$ cat src/rtl/alu_share_arbiter.sv
// Round-robin sharing of one datapath ALU between the main core (r0) and the debug port (r1).
// Define ALU_ARB_STATS_EN to build the saturating per-requester grant counters.
module alu_share_arbiter #(
  parameter int WIDTH = 32,
  parameter int CNT_W = 16
) (
  input  logic             clk,
  input  logic             reset,
  input  logic             r0_req_valid,
  output logic             r0_req_ready,
  input  logic [3:0]       r0_op,
  input  logic [WIDTH-1:0] r0_a,
  input  logic [WIDTH-1:0] r0_b,
  output logic             r0_rsp_valid,
  input  logic             r0_rsp_ready,
  output logic [WIDTH-1:0] r0_rsp_data,
  output logic             r0_rsp_err,
  input  logic             r1_req_valid,
  output logic             r1_req_ready,
  input  logic [3:0]       r1_op,
  input  logic [WIDTH-1:0] r1_a,
  input  logic [WIDTH-1:0] r1_b,
  output logic             r1_rsp_valid,
  input  logic             r1_rsp_ready,
  output logic [WIDTH-1:0] r1_rsp_data,
  output logic             r1_rsp_err,
  output logic [3:0]       alu_ctrl,
  output logic [WIDTH-1:0] alu_a,
  output logic [WIDTH-1:0] alu_b,
  input  logic [WIDTH-1:0] alu_result,
  output logic             busy,
  output logic [CNT_W-1:0] gnt_cnt0,
  output logic [CNT_W-1:0] gnt_cnt1,
  output logic [1:0]       state_dbg
);

  // Handshake: a request transfers on a cycle where req_valid & req_ready are both high,
  // a response on a cycle where rsp_valid & rsp_ready are both high; valid never waits on ready.
  typedef enum logic [1:0] {IDLE = 2'd0, ISSUE = 2'd1, CAPTURE = 2'd2, RESP = 2'd3} state_t;

  state_t           state, state_nxt;
  logic             last_gnt, gnt, op_err;
  logic [3:0]       op_q, op_in;
  logic [WIDTH-1:0] a_q, b_q, data_q, a_in, b_in;
  logic             win0, win1, accept, rsp_ready_sel, drive_alu;

  function automatic logic op_supported(input logic [3:0] op);
    case (op)
      4'b0001, 4'b0010, 4'b1010, 4'b1011, 4'b1100,
      4'b1101, 4'b0111, 4'b0011, 4'b0100, 4'b0110: op_supported = 1'b1;
      default:                                     op_supported = 1'b0;
    endcase
  endfunction

  // On a tie the requester that did not win last time is served.
  always_comb begin
    win0          = r0_req_valid & (~r1_req_valid | last_gnt);
    win1          = r1_req_valid & (~r0_req_valid | ~last_gnt);
    r0_req_ready  = (state == IDLE) & win0;
    r1_req_ready  = (state == IDLE) & win1;
    accept        = r0_req_ready | r1_req_ready;
    op_in         = win1 ? r1_op : r0_op;
    a_in          = win1 ? r1_a  : r0_a;
    b_in          = win1 ? r1_b  : r0_b;
    rsp_ready_sel = gnt ? r1_rsp_ready : r0_rsp_ready;
  end

  always_comb begin
    state_nxt = state;
    case (state)
      IDLE:    if (accept) state_nxt = ISSUE;
      ISSUE:   state_nxt = CAPTURE;
      CAPTURE: state_nxt = RESP;
      RESP:    if (rsp_ready_sel) state_nxt = IDLE;
      default: state_nxt = IDLE;
    endcase
  end

  always_ff @(posedge clk or posedge reset) begin
    if (reset) state <= IDLE;
    else       state <= state_nxt;
  end

  // The ALU is combinational on alu_*, so its result is sampled as ISSUE closes,
  // while the operands are still applied; CAPTURE then presents it in RESP.
  always_ff @(posedge clk or posedge reset) begin
    if (reset) begin
      last_gnt <= 1'b1;
      gnt      <= 1'b0;
      op_err   <= 1'b0;
      op_q     <= 4'b0000;
      a_q      <= '0;
      b_q      <= '0;
      data_q   <= '0;
    end else begin
      if (accept) begin
        gnt      <= win1;
        last_gnt <= win1;
        op_q     <= op_in;
        a_q      <= a_in;
        b_q      <= b_in;
        op_err   <= ~op_supported(op_in);
      end
      if (state == ISSUE) data_q <= op_err ? '0 : alu_result;
    end
  end

  assign drive_alu    = (state == ISSUE) & ~op_err;
  assign alu_ctrl     = drive_alu ? op_q : 4'b0000;
  assign alu_a        = drive_alu ? a_q  : '0;
  assign alu_b        = drive_alu ? b_q  : '0;
  assign busy         = (state != IDLE);
  assign state_dbg    = state;

  assign r0_rsp_valid = (state == RESP) & ~gnt;
  assign r1_rsp_valid = (state == RESP) &  gnt;
  assign r0_rsp_data  = r0_rsp_valid ? data_q : '0;
  assign r1_rsp_data  = r1_rsp_valid ? data_q : '0;
  assign r0_rsp_err   = r0_rsp_valid & op_err;
  assign r1_rsp_err   = r1_rsp_valid & op_err;

`ifdef ALU_ARB_STATS_EN
  logic [CNT_W-1:0] cnt0_q, cnt1_q;

  always_ff @(posedge clk or posedge reset) begin
    if (reset) begin
      cnt0_q <= '0;
      cnt1_q <= '0;
    end else begin
      if (r0_req_ready & r0_req_valid & ~(&cnt0_q)) cnt0_q <= cnt0_q + 1'b1;
      if (r1_req_ready & r1_req_valid & ~(&cnt1_q)) cnt1_q <= cnt1_q + 1'b1;
    end
  end

  assign gnt_cnt0 = cnt0_q;
  assign gnt_cnt1 = cnt1_q;
`else
  assign gnt_cnt0 = '0;
  assign gnt_cnt1 = '0;
`endif

endmodule

$ cat config.mk
export PLATFORM = sky130hd
export DESIGN_NAME = alu_share_arbiter
export DESIGN_NICKNAME = d
export VERILOG_FILES = /design/src/rtl/alu_share_arbiter.sv
export SDC_FILE = /design/constraint.sdc
export NUM_CORES = 1
export LEC_CHECK = 0
export BUFFER_PORTS_ARGS = -buffer_cell sky130_fd_sc_hd__buf_2
export CORE_AREA = 2 2 136 138
export DETAILED_ROUTE_END_ITERATION = 10
export DIE_AREA = 0 0 138 140
export PLACE_DENSITY = 0.65
export SLEW_MARGIN = 20
export SYNTH_ARGS = -nofsm -noshare
export SYNTH_HDL_FRONTEND = slang
export SYNTH_SLANG_ARGS = --single-unit
$ cat constraint.sdc
create_clock -name clk -period 4.4 [get_ports clk]
set_input_delay 0.22 -clock clk [delete_from_list [all_inputs] [get_ports clk]]
set_output_delay 0.22 -clock clk [all_outputs]
set_load 0.02 [all_outputs]
==> metrics.cfg <==
[status]
status=complete, no violations

[timing]
clock.fmax_mhz=328.2
post-route-period-util_pct=69.25
worst_pin_slew_ns=0.9703
tns_ns=0
drv_slew=0
finalHoldViolCount=0
grt_setup_unrepaired=no
hold_slack_ns=0.06941
skew_ns=0.01030
finalCriticalPeriod_ns=3.047
fin_ws_ns=1.353
setup_viol=0
relSlewSlack_pct=35.18

[power_and_ir_drop]
leakage_nw=4.438
p_int_mw=2.550
netSwitchingFraction_pct=40.88
p_sw_mw=1.763
pwr-share-comb_pct=41.0
p_per_area_nw_per_um2=551.8
clockPowerShare_pct=18.7
seqPwrFrac_pct=40.3
ir_drop_uv=286.5

[hold_path]
hold_class=primary input to async pin

[place]
place_congestion=0.8088
place_hpwl_um=12420
place_area_um2=7516
io_buffers=314
place_ws_ns=1.668

[layout]
fin_area_um2=7815
register_area_um2=2629
layout.nets=1122
multiInputGateArea_um2=2814
drive_gt1_share_pct=35.90
fillers=1802
area_growth_pct=31.72

[setup_path]
crit_end=alu_a[31]
r2r_end=op_err$_DFFE_PP0P_
r2r-start=state_dbg[0]$_DFFE_PP0P_
critPathKind=register to output pin
critPathLaunch=state_dbg[1]$_DFFE_PP0P_
r2r_cells=7
worstPathMaxFanout=51
crit_path_end_kind=output pin
required_ns=4.18
startpoint_type=register
rrSetupSlack_ns=1.90
critical_path_arrival_ns=2.83

[synth]
synth_area_leaders=dfrtp_1, mux2i_1, and2_1
synth-seq-area-share_pct=44.31
synth_top_area_cell=dfrtp_1
syn_area_um2=5933
synth_seq_cells=105
syn_area_per_cell_um2=8.990
async_reset_ff_share_pct=100.0
synthFlopType=dfrtp_1
synthDistinctLibCells=31
synth_top_area_share_pct=43.86
ys_warn_count=0
synthTopCellsByCount=dfrtp_1, o21ai_0, and2_1, nand2_1, mux2i_1
syn_inst=660
synth_edf_count=0

[clocking]
cts_resized=0
clk_pin_slew_worst_paths_ns=0.07
postCtsHoldBufs=0
postCtsSetupBuffers=0
cts_buffers=9
root_buffer=clkbuf_16
clk_latency_ns=0.34
cts_max_path_buffers=2
h-tree-depth=3
clock-sinks=105
cts_tree=done

[detailed_routing]
via_per_inst=4.393
via_count=5171
drtPass1Iterations=4
drt-total-wl_um=16040
drc=0
drtIter0Drc=150
ant_nets=0
post_drt_wl_per_cell_um=13.63

[die]
fp.coreArea_um2=17780
initial_core_util_pct=33.37
die_h_um=140
dieArea_um2=19320
placementRows=49
num_io_pins=347
dieWidth_um=138

[global_routing]
grt_first_pass_wirelength_um=25320
grt-ovfl-total=0
grt_util_all_layers_pct=16.29
antenna_found_initial=1
grt_pass1_vias=4844
grt_max_degree=99

[flow_run]
maxCapViolCount=0

[cell families after synthesis]
group,Yosys count,share of synthesized area (%)
compound gates,112,10.19
xor+xnor,2,0.2953
fa+ha+maj,5,1.054
buf+inv,117,10.54
flops,105,44.31
mux,70,11.83
other cells,1,0.06320
simple gates,248,21.72
[sequential cells by signal, indices dropped and copies added (netlist names)]
| signal | cells |
|---|---|
| b_q | 32 |
| data_q | 32 |
| a_q | 32 |
| op_q | 4 |
| state_dbg | 2 |
| op_err | 1 |
| last_gnt | 1 |
| gnt | 1 |
[worst max-delay path, stage by stage, from the launching register on]
cell and delay, ns:
dfrtp_1 0.43, inv_1 0.13, ha_1 0.16, buf_4 0.28, nor2b_4 0.85, buf_12 0.30, and2_1 0.16, buf_2 0.16
[metrics by stage]
step           utilization [%]  total power, mW  instances
2_1_floorplan                -            3.010        691
3_3_place_gp             42.27            3.512       1161
3_5_place_dp             42.27            3.563       1161
4_1_cts                  43.94            4.392       1176
5_1_grt                  43.94            4.702       1176
6_report                 43.96            4.313       1177
[power groups by stage]
| stage | Sequential (mW) | Clock (mW) | Combinational [mW] |
|---|---|---|---|
| after floorplan | 1.62 | 0 | 1.39 |
| after global placement | 1.75 | 0 | 1.77 |
| after detailed placement | 1.76 | 0 | 1.80 |
| after CTS | 1.75 | 0.843 | 1.80 |
| after global routing | 1.81 | 0.883 | 2.01 |
| final | 1.74 | 0.808 | 1.77 |
[cells in the final DEF, fill, tap and decap left out]
master,count
buf_2,314
o21ai_0,104
dfrtp_1,104
nand2_1,103
and2_1,103
mux2i_1,69
inv_1,37
and3_1,33
conb_1,32
clkbuf_16,9
ha_1,5
buf_4,4
nor2_1,3
nand3b_1,2
a32oi_1,2
xnor2_1,2
clkinvlp_4,2
buf_12,2
diode_2,1
nor2b_4,1
and2b_1,1
a21boi_4,1
a2bb2oi_4,1
nor2b_1,1
inv_4,1
nand3_1,1
a31oi_1,1
a21o_1,1
a21oi_2,1
mux2_1,1
o32a_1,1
bufinv_16,1
clkbuf_1,1
clkinv_4,1
clkbuf_8,1
dfstp_2,1
[layer usage]
metal	share of wire, %	track usage, %
met5	0.069	0
met4	1.1	4.672
met2	49	28.22
met1	43	20.48
met3	6.4	3.624
[how the worst min path moves through the flow]
stage	endpoint	from	slack, ns
CTS	data_q[28]$_DFFE_PP0N_	alu_result[28]	0.07
detailed placement	data_q[1]$_DFFE_PP0N_	alu_result[1]	0.43
floorplan	data_q[0]$_DFFE_PP0N_	alu_result[0]	0.34
global placement	data_q[9]$_DFFE_PP0N_	alu_result[9]	0.42
finish	data_q[22]$_DFFE_PP0N_	reset	0.07
global route	data_q[3]$_DFFE_PP0N_	alu_result[3]	0.08
[cell type report]
type	count	area share, %
antenna	1	0.03202
clock buffer	11	3.106
clock inverter	4	0.6884
inverter	38	1.857
multi-input combinational	469	36.01
sequential	105	33.64
tap	229	3.666
timing repair buffer	320	21.01
(Power assumes the default switching activity.)
